<file path="config.mk">
export PLATFORM = sky130hd
export DESIGN_NAME = signed_seq_divider
export DESIGN_NICKNAME = d
export VERILOG_FILES = /design/src/rtl/signed_seq_divider_pkg.sv /design/src/rtl/div_restore_step.sv /design/src/rtl/signed_seq_divider.sv
export SDC_FILE = /design/constraint.sdc
export NUM_CORES = 1
export LEC_CHECK = 0
export BUFFER_PORTS_ARGS = -buffer_cell sky130_fd_sc_hd__buf_2
export CAP_MARGIN = 10
export CORE_MARGIN = 2
export CORE_UTILIZATION = 50
export CTS_CLUSTER_SIZE = 10
export DETAILED_ROUTE_END_ITERATION = 7
export GPL_TIMING_DRIVEN = 0
export PLACE_DENSITY = 0.79
export SYNTH_ARGS = -nofsm -noshare
export SYNTH_HDL_FRONTEND = slang
export SYNTH_SLANG_ARGS = --single-unit
</file>
<file path="constraint.sdc">
create_clock -name clk -period 5.7 [get_ports clk]
set_input_delay 0.57 -clock clk [delete_from_list [all_inputs] [get_ports clk]]
set_output_delay 0.57 -clock clk [all_outputs]
set_load 0.02 [all_outputs]
</file>
<file path="src/rtl/signed_seq_divider_pkg.sv">
// Shared constants for the signed sequential divider.
// It holds the state encoding, the default operand width and the divide-by-zero quotient pattern.
package signed_seq_divider_pkg;

    localparam int DIV_WIDTH_DEFAULT = 32;

    typedef enum logic [1:0] {
        IDLE = 2'd0,
        RUN  = 2'd1,
        FIX  = 2'd2
    } div_state_e;

    // Every quotient bit is set to this value on divide-by-zero, giving all ones.
    localparam logic DBZ_QUOTIENT_BIT = 1'b1;

endpackage

</file>
<file path="src/rtl/div_restore_step.sv">
// One radix-2 restoring division step: shift in one dividend bit, trial-subtract the
// divisor magnitude, then keep the difference or restore the shifted remainder.
module div_restore_step #(
    parameter int WIDTH = 32
) (
    input  logic [WIDTH-1:0] rem_in,
    input  logic             shift_in,
    input  logic [WIDTH-1:0] divisor_mag,
    output logic [WIDTH-1:0] rem_out,
    output logic             q_bit
);

    logic [WIDTH:0] shifted_s;
    logic [WIDTH:0] trial_s;
    logic           borrow_s;
    logic           unused_msb_s;

    assign shifted_s = {rem_in, shift_in};
    assign {borrow_s, trial_s} = {1'b0, shifted_s} - {2'b00, divisor_mag};
    assign q_bit = ~borrow_s;
    // The result is always below divisor_mag, so bit WIDTH of the trial value is never needed.
    assign rem_out = q_bit ? trial_s[WIDTH-1:0] : shifted_s[WIDTH-1:0];
    assign unused_msb_s = trial_s[WIDTH];

endmodule

</file>
<file path="src/rtl/signed_seq_divider.sv">
// Iterative signed divider with C (truncating) semantics. It produces one quotient bit per clock
// on magnitudes and fixes the signs in a final cycle.
module signed_seq_divider
    import signed_seq_divider_pkg::*;
#(
    parameter int WIDTH = DIV_WIDTH_DEFAULT
) (
    input  logic             clk,
    input  logic             rst,
    input  logic             start,
    input  logic [WIDTH-1:0] dividend,
    input  logic [WIDTH-1:0] divisor,
    output logic             busy,
    output logic             done,
    output logic [WIDTH-1:0] quotient,
    output logic [WIDTH-1:0] remainder,
    output logic             div_by_zero
);

    localparam int CW = $clog2(WIDTH);
    localparam logic [CW-1:0] CNT_ONE  = CW'(1);
    localparam logic [CW-1:0] CNT_LAST = CW'(WIDTH - 1);
    localparam logic [WIDTH-1:0] ZERO_W = {WIDTH{1'b0}};

    div_state_e      state_r, state_next_s;
    logic [CW-1:0]   count_r, count_next_s;
    logic [WIDTH-1:0] prem_r, prem_next_s;
    logic [WIDTH-1:0] dq_r, dq_next_s;
    logic [WIDTH-1:0] dvs_r, dvs_next_s;
    logic            neg_q_r, neg_q_next_s;
    logic            neg_r_r, neg_r_next_s;
    logic            busy_r, busy_next_s;
    logic            done_r, done_next_s;
    logic            dbz_r, dbz_next_s;
    logic [WIDTH-1:0] quot_r, quot_next_s;
    logic [WIDTH-1:0] rem_r, rem_next_s;
    logic [WIDTH-1:0] step_rem_s;
    logic            step_q_s;

    // dq_r starts as the dividend magnitude and fills with quotient bits from the right as it drains.
    div_restore_step #(.WIDTH(WIDTH)) u_step (
        .rem_in      (prem_r),
        .shift_in    (dq_r[WIDTH-1]),
        .divisor_mag (dvs_r),
        .rem_out     (step_rem_s),
        .q_bit       (step_q_s)
    );

    // Next-state and next-datapath logic; every register holds unless its state updates it.
    always_comb begin
        state_next_s = state_r;
        count_next_s = count_r;
        prem_next_s  = prem_r;
        dq_next_s    = dq_r;
        dvs_next_s   = dvs_r;
        neg_q_next_s = neg_q_r;
        neg_r_next_s = neg_r_r;
        busy_next_s  = busy_r;
        done_next_s  = 1'b0;
        dbz_next_s   = dbz_r;
        quot_next_s  = quot_r;
        rem_next_s   = rem_r;
        case (state_r)
            IDLE: begin
                if (start) begin
                    if (divisor == ZERO_W) begin
                        quot_next_s = {WIDTH{DBZ_QUOTIENT_BIT}};
                        rem_next_s  = dividend;
                        dbz_next_s  = 1'b1;
                        done_next_s = 1'b1;
                    end else begin
                        neg_q_next_s = dividend[WIDTH-1] ^ divisor[WIDTH-1];
                        neg_r_next_s = dividend[WIDTH-1];
                        dq_next_s    = dividend[WIDTH-1] ? (ZERO_W - dividend) : dividend;
                        dvs_next_s   = divisor[WIDTH-1] ? (ZERO_W - divisor) : divisor;
                        prem_next_s  = ZERO_W;
                        count_next_s = {CW{1'b0}};
                        busy_next_s  = 1'b1;
                        state_next_s = RUN;
                    end
                end else begin
                    state_next_s = IDLE;
                end
            end
            RUN: begin
                prem_next_s  = step_rem_s;
                dq_next_s    = {dq_r[WIDTH-2:0], step_q_s};
                count_next_s = count_r + CNT_ONE;
                if (count_r == CNT_LAST) begin
                    state_next_s = FIX;
                end else begin
                    state_next_s = RUN;
                end
            end
            FIX: begin
                quot_next_s  = neg_q_r ? (ZERO_W - dq_r) : dq_r;
                rem_next_s   = neg_r_r ? (ZERO_W - prem_r) : prem_r;
                dbz_next_s   = 1'b0;
                done_next_s  = 1'b1;
                busy_next_s  = 1'b0;
                state_next_s = IDLE;
            end
            default: begin
                busy_next_s  = 1'b0;
                state_next_s = IDLE;
            end
        endcase
    end

    // FSM state register.
    always_ff @(posedge clk or posedge rst) begin
        if (rst) begin
            state_r <= IDLE;
        end else begin
            state_r <= state_next_s;
        end
    end

    // Datapath and registered-output update; reset discards any division in flight.
    always_ff @(posedge clk or posedge rst) begin
        if (rst) begin
            count_r <= {CW{1'b0}};
            prem_r  <= ZERO_W;
            dq_r    <= ZERO_W;
            dvs_r   <= ZERO_W;
            neg_q_r <= 1'b0;
            neg_r_r <= 1'b0;
            busy_r  <= 1'b0;
            done_r  <= 1'b0;
            dbz_r   <= 1'b0;
            quot_r  <= ZERO_W;
            rem_r   <= ZERO_W;
        end else begin
            count_r <= count_next_s;
            prem_r  <= prem_next_s;
            dq_r    <= dq_next_s;
            dvs_r   <= dvs_next_s;
            neg_q_r <= neg_q_next_s;
            neg_r_r <= neg_r_next_s;
            busy_r  <= busy_next_s;
            done_r  <= done_next_s;
            dbz_r   <= dbz_next_s;
            quot_r  <= quot_next_s;
            rem_r   <= rem_next_s;
        end
    end

    assign busy        = busy_r;
    assign done        = done_r;
    assign div_by_zero = dbz_r;
    assign quotient    = quot_r;
    assign remainder   = rem_r;

endmodule

</file>
==> reports/metrics.yaml, run 1 <==
yosys-top-cells-count: "nand2_1, dfrtp_1, o21ai_0"
gr-usage-all-layers_pct: 25.8
clock_sinks: 172
post_cts_buffers: 0
synth_nets: 1479
power_uw: 7670
clk_pin_slew_ns: 0.07
numCtsBuffers: 17
dieArea_um2: 23900
grt_max_degree: 132
min_period_over_period_pct: 65.8
ys_seq_area_share_pct: 37.9
startpoint_type: "flip-flop"
core-area_um2: 22400
io_pins: 134
drt_iter0_drc: 779
start_util_pct: 50.6
crit_arrival_ns: 4.05
place_congestion: 0.938
crit_type: "reg2reg"
cp_slowest_stage_delay_ns: 0.52
power_density_nw_per_um2: 588
hold_violations: 0
whs_ns: 0.105
synthDistinctLibCells: 70
num_rows: 55
ant_nets: 0
rsz0062_at_grt: "no"
wl_mm: 30.9
p_leak_uw: 0.00571
cts_resized: 0
slew_viol_final: 0
synth_area_leaders: "dfrtp_1, o21ai_0, xor2_1"
final_core_util_pct: 58.1
fin_skew_ns: 0.00843
cts_buffer_depth: 2
synth_top_cell_by_area: "dfrtp_1"
postSynthCellCount: 1373
worst_pin_slew_ns: 0.829
status: "finished clean"
syn-cell-area_um2: 11300
max-slew-margin-rel_pct: 44.2
r2r_cells: 11
crit_chain: "ha_1, a21o_1, or3_1, o21a_1, a21oi_1, o31a_1, o22a_1, clkbuf_1, clkbuf_1, mux2i_1, o22ai_1"
max_freq_ghz: 0.267
cp_num_buf_inv: 2
grt_pass1_vias: 9830
viasPerCell: 5.77
via_count: 10500
drive_gt1_share_pct: 13.1
finalSetupTns_ns: 0
yosysTopAreaCellShare_pct: 37.9
worstSkewPairLatency_ns: 0.44
ir_drop_v: 0.000244
die_w_um: 155
fillerInstances: 1998
clock-root-buffer: "clkbuf_16"
synth_edf_count: 0
antenna_found_initial: 1
io_buffers: 133
hp-class: "in2async"
rr_startpoint: "prem_r[3]"
syn2layout_area_growth_pct: 14.9
fin_area_um2: 13000
crit_slowest_cell: "clkbuf_1"
r2r_setup_slack_ns: 1.95
yosys_warnings: 0
wl_per_cell_um: 16.9
die_h_um: 155
end_kind: "flip-flop"
fin_crit_ns: 3.75
firstDrtPassIters: 5
path_max_fanout: 10
postCtsHoldBufs: 0
post-synth-top-count-cell: "nand2_1"
synth-async-reset-ratio_pct: 100
crit_family: "compound AO/OA/AOI/OAI gates"
required_ns: 6.00
finalSetupViolations: 0
worstReg2RegEnd: "prem_r[1]"
grt-ovfl-total: 0
placed_cell_area_um2: 12400
grt_pass1_wl_mm: 49.3
nets: 1632
drc: 0
dp_hpwl_mm: 24.3
htreeDepth: 4
drv_cap: 0
crit_top_cell: "clkbuf_1"
synth_ff_type: "dfrtp_1"
synth-seq-cells: 172
syn_avg_cell_area_um2: 8.27
cts_tree: "done"
## flip-flops by register name, indices dropped and copies added, names as in the netlist
register	count
busy	1
count_r	5
div_by_zero	1
done	1
dq_r	32
dvs_r	32
neg_q_r	1
neg_r_r	1
prem_r	32
quotient	32
remainder	32
state_r	2
## where the power goes
part | switching, uW | internal, uW | leakage, uW
logic | 2430 | 1790 | 0.00343
clock network | 522 | 742 | 0.000311
registers | 512 | 1670 | 0.00196
total | 3470 | 4200 | 0.00571
## layer usage
metal,global-route usage (%),part of all wire [%],vias to the layer above
li1,-,-,5170
met1,33.0,43,4922
met2,44.4,48,374
met3,3.75,5.6,61
met4,10.4,3.3,0
met5,0,0,-
## cell usage in the layout, fill, tap and decap left out, types with 20 or more instances in the layout
master	Yosys	final
a21oi_1	105	105
a31oi_1	37	37
buf_2	11	144
clkbuf_1	68	68
dfrtp_1	172	172
ha_1	38	38
inv_1	52	51
nand2_1	191	191
nor2_1	116	116
nor3_1	20	20
o21ai_0	149	149
o31ai_1	33	33
xnor2_1	65	65
xor2_1	84	84
## cell type report
| type | instances | area [um2] | share of cell area [%] |
|---|---|---|---|
| clock buffers | 17 | 425 | 3.26 |
| diodes | 1 | 2.50 | 0.0192 |
| clock inverters | 15 | 210 | 1.61 |
| well taps | 285 | 357 | 2.73 |
| multi-input cells | 1065 | 6520 | 50.0 |
| inverters | 52 | 203 | 1.55 |
| repair buffers | 134 | 693 | 5.31 |
| flip-flops and latches | 172 | 4300 | 33.0 |
| plain buffers | 84 | 329 | 2.52 |
## cell families after synthesis
| family | synth area share (%) |
|---|---|
| AND/OR/NAND/NOR | 17.8 |
| AO/OA/AOI/OAI | 22.9 |
| flip-flops | 37.9 |
| XOR/XNOR | 11.5 |
| buffers and inverters | 4.62 |
| adder cells (fa/ha/maj) | 4.37 |
| multiplexers | 0.827 |
## worst register-to-register path, stage by stage (launching register included)
cell and delay, ns:
dfrtp_1 0.47, ha_1 0.38, a21o_1 0.22, or3_1 0.34, o21a_1 0.21, a21oi_1 0.30
o31a_1 0.33, o22a_1 0.17, clkbuf_1 0.29, clkbuf_1 0.52, mux2i_1 0.29, o22ai_1 0.09
## worst max path at each step
stage,to,cells past startpoint,start
6_report,prem_r[1],11,prem_r[3]
5_1_grt,dvs_r[5],10,divisor[2]
4_1_cts,prem_r[1],11,prem_r[3]
3_5_place_dp,dvs_r[5],10,divisor[2]
3_3_place_gp,dvs_r[29],2,rst
2_1_floorplan,busy,1,rst
## metrics by stage
step	instances	setup WS (ns)
finish	1825	1.95
global route	1825	1.62
CTS	1824	1.96
detailed placement	1792	1.53
global placement	1791	-1.24
floorplan	1373	0.470
(Power assumes the default switching activity.)
==> run 2: changes to the inputs <==
clock period = 3.52 ns   (was 5.7 ns; I/O delays follow)
==> run 2 against run 1 <==
Against the previous run: flip-flop and latch count stayed put; critical path type unchanged; design area is 0.15% higher; largest cell class unchanged; largest power group unchanged; hold slack worse by 0.090 ns; global-route usage is 0.77 points higher.
==> reports/metrics.yaml, run 2 (synthesis results as in run 1) <==
viasPerCell: 5.75
clock-root-buffer: "clkbuf_16"
hp-class: "in2async"
wl_per_cell_um: 17.3
grt_max_degree: 42
io_pins: 134
clk_pin_slew_ns: 0.08
max_freq_ghz: 0.299
fin_ws_ns: 0.179
p_leak_uw: 0.00572
clock_sinks: 172
start_util_pct: 50.6
r2r_cells: 13
status: "finished clean"
htreeDepth: 4
mostFrequentLayoutCell: "nand2_1"
seq_area_um2: 4310
worstReg2RegEnd: "prem_r[28]"
min_period_over_period_pct: 94.9
syn2layout_area_growth_pct: 15.1
post_cts_buffers: 0
startpoint_type: "flip-flop"
end_kind: "flip-flop"
placed_cell_area_um2: 12500
whs_ns: 0.0144
fin_cells: 1827
fin_crit_ns: 3.34
p_switching_uw: 5710
dp_hpwl_mm: 24.6
r2r_setup_slack_ns: 0.18
finalSetupViolations: 0
die_h_um: 155
drv_cap: 0
worst_pin_slew_ns: 0.854
worstSkewPairLatency_ns: 0.45
cts_tree: "done"
firstDrtPassIters: 6
max-slew-margin-rel_pct: 42.5
rr_startpoint: "dq_r[31]"
grt_pass1_wl_mm: 50.8
cts_buffer_depth: 2
via_count: 10500
power_density_nw_per_um2: 948
crit_arrival_ns: 3.70
finalSetupTns_ns: 0
core-area_um2: 22400
multiInputGateArea_um2: 6530
fin_skew_ns: 0.00942
seq_power_share_pct: 28.6
power.internal_uw: 6670
crit_type: "reg2reg"
wl_mm: 31.5
drive_gt1_share_pct: 14.0
dieArea_um2: 23900
num_rows: 55
dp.cells: 1795
required_ns: 3.87
grt_pass1_vias: 10100
ant_nets: 0
fillerInstances: 1964
clkPwrFrac_pct: 15.3
numCtsBuffers: 17
die_w_um: 155
p_comb_share_pct: 56.1
io_buffers: 133
rsz0062_at_grt: "no"
fin_area_um2: 13100
swShare_pct: 46.1
nets: 1634
drc: 0
post-place-ws_ns: -0.305
ir_drop_v: 0.000363
path_max_fanout: 4
final_cell_mix: "nand2_1, dfrtp_1, o21ai_0"
grt-ovfl-total: 0
drt_iter0_drc: 902
slew_viol_final: 0
gr-usage-all-layers_pct: 26.6
antenna_found_initial: 1
hold_violations: 0
place_congestion: 0.946
## run 2: metal layers
layer,global-route usage (%),part of all wire (%),vias up
met4,9.70,2.6,0
li1,-,-,5162
met2,46.2,48,388
met5,0,0,-
met3,3.98,5.8,60
met1,33.8,43,4890
## run 2: what timing repair did
| item | 4_1_cts | 5_1_grt |
|---|---|---|
| hold buffers | 0 | 0 |
| endpoints found under the setup margin | 32 | 57 |
| resized for setup | 8 | 4 |
## run 2: power by group through the flow
stage / clock [uW] / combinational (uW) / sequential [uW]
after detailed placement: 0 / 6770 / 3540
final: 1900 / 6950 / 3540
after global routing: 1980 / 7760 / 3640
after CTS: 1900 / 6880 / 3510
after global placement: 0 / 6560 / 3500
after floorplan: 0 / 5250 / 3400
## run 2: layout make-up
cell class              count  area share (%)
multi-input cells        1065            50.0
flip-flops and latches    172            33.0
repair buffers            137            5.71
clock buffers              18            3.36
well taps                 285            2.73
plain buffers              83            2.57
inverters                  52            1.52
clock inverters            14            1.13
diodes                      1          0.0192
## run 2: how the worst max path moves through the flow
stage          startpoint          to  slack (ns)  cells after the start
6_report         dq_r[31]  prem_r[28]        0.18                     13
5_1_grt          dq_r[31]  prem_r[28]        0.04                     13
4_1_cts         prem_r[3]   prem_r[9]        0.02                     12
3_5_place_dp   divisor[2]    dvs_r[2]       -0.31                     10
3_3_place_gp   divisor[2]    dvs_r[3]       -0.26                     10
2_1_floorplan    dq_r[31]  prem_r[28]        0.48                     13
## run 2: per-stage QoR
step                      power (uW)  util, %
after global placement         10100     55.2
final                          12400     58.2
after global routing           13400     58.2
after detailed placement       10300     55.5
after floorplan                 8650        -
after CTS                      12300     58.2
## run 2: worst max-delay path, stage by stage, from the launching register on
cell	delay [ns]
dfrtp_2	0.49
inv_1	0.08
ha_1	0.15
inv_1	0.05
fa_1	0.43
a211oi_2	0.28
o211ai_1	0.13
and2_1	0.20
a311o_1	0.37
a31o_2	0.28
a21boi_1	0.25
nor4_1	0.10
mux2_2	0.28
o211ai_1	0.16
==> run 3: changes to the inputs <==
PLACE_DENSITY = 0.7   (was 0.79)
==> run 3 against run 2 <==
Against the previous run: combinational power about the same; worst setup slack got worse by 0.012 ns; die area unchanged; count of clock-buffer cells in the layout increased by 2; clock skew increased by 0.00087 ns; highest routed layer unchanged; via count decreased by 1.0%; sequential share of layout area about the same; wire length increased by 0.77%; hold slack improved by 0.18 ns.
==> reports/metrics.yaml, run 3 (synthesis results as in run 1) <==
path_max_fanout: 4
finalSetupViolations: 0
required_ns: 3.87
grt_pass1_wl_mm: 51.3
rsz0062_at_grt: "no"
crit_type: "reg2reg"
drt_iter0_drc: 704
grt_max_degree: 43
worst_pin_slew_ns: 0.939
cts_buffer_depth: 2
min_period_over_period_pct: 95.3
antenna_found_initial: 0
htreeDepth: 4
p_leak_uw: 0.00571
dp_hpwl_mm: 25.4
mostFrequentLayoutCell: "nand2_1"
max_freq_ghz: 0.298
core-area_um2: 22400
gr-usage-all-layers_pct: 27.1
placed_cell_area_um2: 12500
fin_crit_ns: 3.35
drv_cap: 0
fin_skew_ns: 0.0103
viasPerCell: 5.68
syn2layout_area_growth_pct: 15.2
seq_area_um2: 4310
num_rows: 55
ant_nets: 0
r2r_setup_slack_ns: 0.17
die_w_um: 155
fin_area_um2: 13100
end_kind: "flip-flop"
dp.cells: 1796
whs_ns: 0.198
final_cell_mix: "nand2_1, dfrtp_1, o21ai_0"
grt_pass1_vias: 9999
antenna_cells: 0
grt-ovfl-total: 0
io_buffers: 133
firstDrtPassIters: 5
multiInputGateArea_um2: 6540
power_density_nw_per_um2: 938
post_cts_buffers: 0
drc: 0
hold_violations: 0
clock_sinks: 172
wl_mm: 31.8
worstSkewPairLatency_ns: 0.44
ir_drop_v: 0.000374
startpoint_type: "flip-flop"
die_h_um: 155
place_congestion: 0.902
drive_gt1_share_pct: 14.0
fin_cells: 1828
numCtsBuffers: 17
cts_tree: "done"
start_util_pct: 50.6
finalSetupTns_ns: 0
io_pins: 134
hp-class: "in2reg"
max-slew-margin-rel_pct: 36.8
wl_per_cell_um: 17.4
crit_arrival_ns: 3.71
status: "finished clean"
dieArea_um2: 23900
slew_viol_final: 0
clk_pin_slew_ns: 0.07
fillerInstances: 2078
clock-root-buffer: "clkbuf_16"
via_count: 10400
nets: 1636
==> run 3: changes by cell type in the layout (fill, tap and decap cells not counted), sizes merged <==
cell | previous run | this run
buf | 153 | 154
clkbuf | 85 | 87
clkinvlp | 2 | 7
dlygate4sd3 | 0 | 1
diode | 1 | 0
inv | 60 | 53
==> run 3: layout make-up <==
type	instances	area share (%)
plain buffers	83	2.57
inverters	52	1.52
repair buffers	139	5.99
clock inverters	12	0.880
flip-flops and latches	172	32.9
well taps	285	2.73
multi-input cells	1065	50.0
clock buffers	20	3.41
==> run 3: worst paths after layout <==
| kind | from | endpoint | cells after the start |
|---|---|---|---|
| max in group asynchronous | rst | dvs_r[26] | 6 |
| hold reg to reg | quotient[14] | quotient[14] | 2 |
| setup / recovery | dq_r[31] | prem_r[28] | 13 |
| min in group asynchronous | rst | quotient[7] | 3 |
| setup reg to reg | dq_r[31] | prem_r[28] | 13 |
| hold / removal | dividend[12] | remainder[12] | 3 |
==> run 3: timing repair <==
action                                 CTS  global route
hold buffers                             1             0
gates cloned                             0             0
endpoints found under the hold margin   16             0
setup endpoints to repair               41            38
gates resized for setup                  9             6
==> run 3: routing by layer <==
layer	up-vias	global-route usage (%)	wire, um
met2	307	47.3	15600
met3	51	3.89	1430
li1	5166	-	-
met5	-	0	0
met1	4868	34.2	13800
met4	0	10.2	990
==> run 3: per-stage QoR <==
| stage | total power (uW) | setup WS (ns) | utilization, % |
|---|---|---|---|
| final | 12300 | 0.167 | 58.3 |
| after global routing | 13300 | 0.00759 | 58.3 |
| after CTS | 12200 | 0.00497 | 58.3 |
| after detailed placement | 10400 | -0.526 | 55.6 |
| after global placement | 10200 | -0.462 | 55.2 |
| after floorplan | 8650 | 0.476 | - |
==> run 3: power breakdown <==
part | internal, uW | leakage, uW | switching (uW)
clock | 997 | 0.000255 | 820
combinational | 2940 | 0.00349 | 3980
sequential | 2710 | 0.00196 | 823
total | 6650 | 0.00571 | 5630
==> run 3: worst max-delay path: stages, from the launching register on <==
cell and delay (ns):
dfrtp_2 0.48, inv_1 0.08, ha_1 0.15, inv_1 0.06, fa_1 0.44, a211oi_2 0.27
o211ai_1 0.12, and2_1 0.20, a311o_1 0.37, a31o_2 0.28, a21boi_1 0.26, nor4_1 0.10
mux2_2 0.28, o211ai_1 0.17
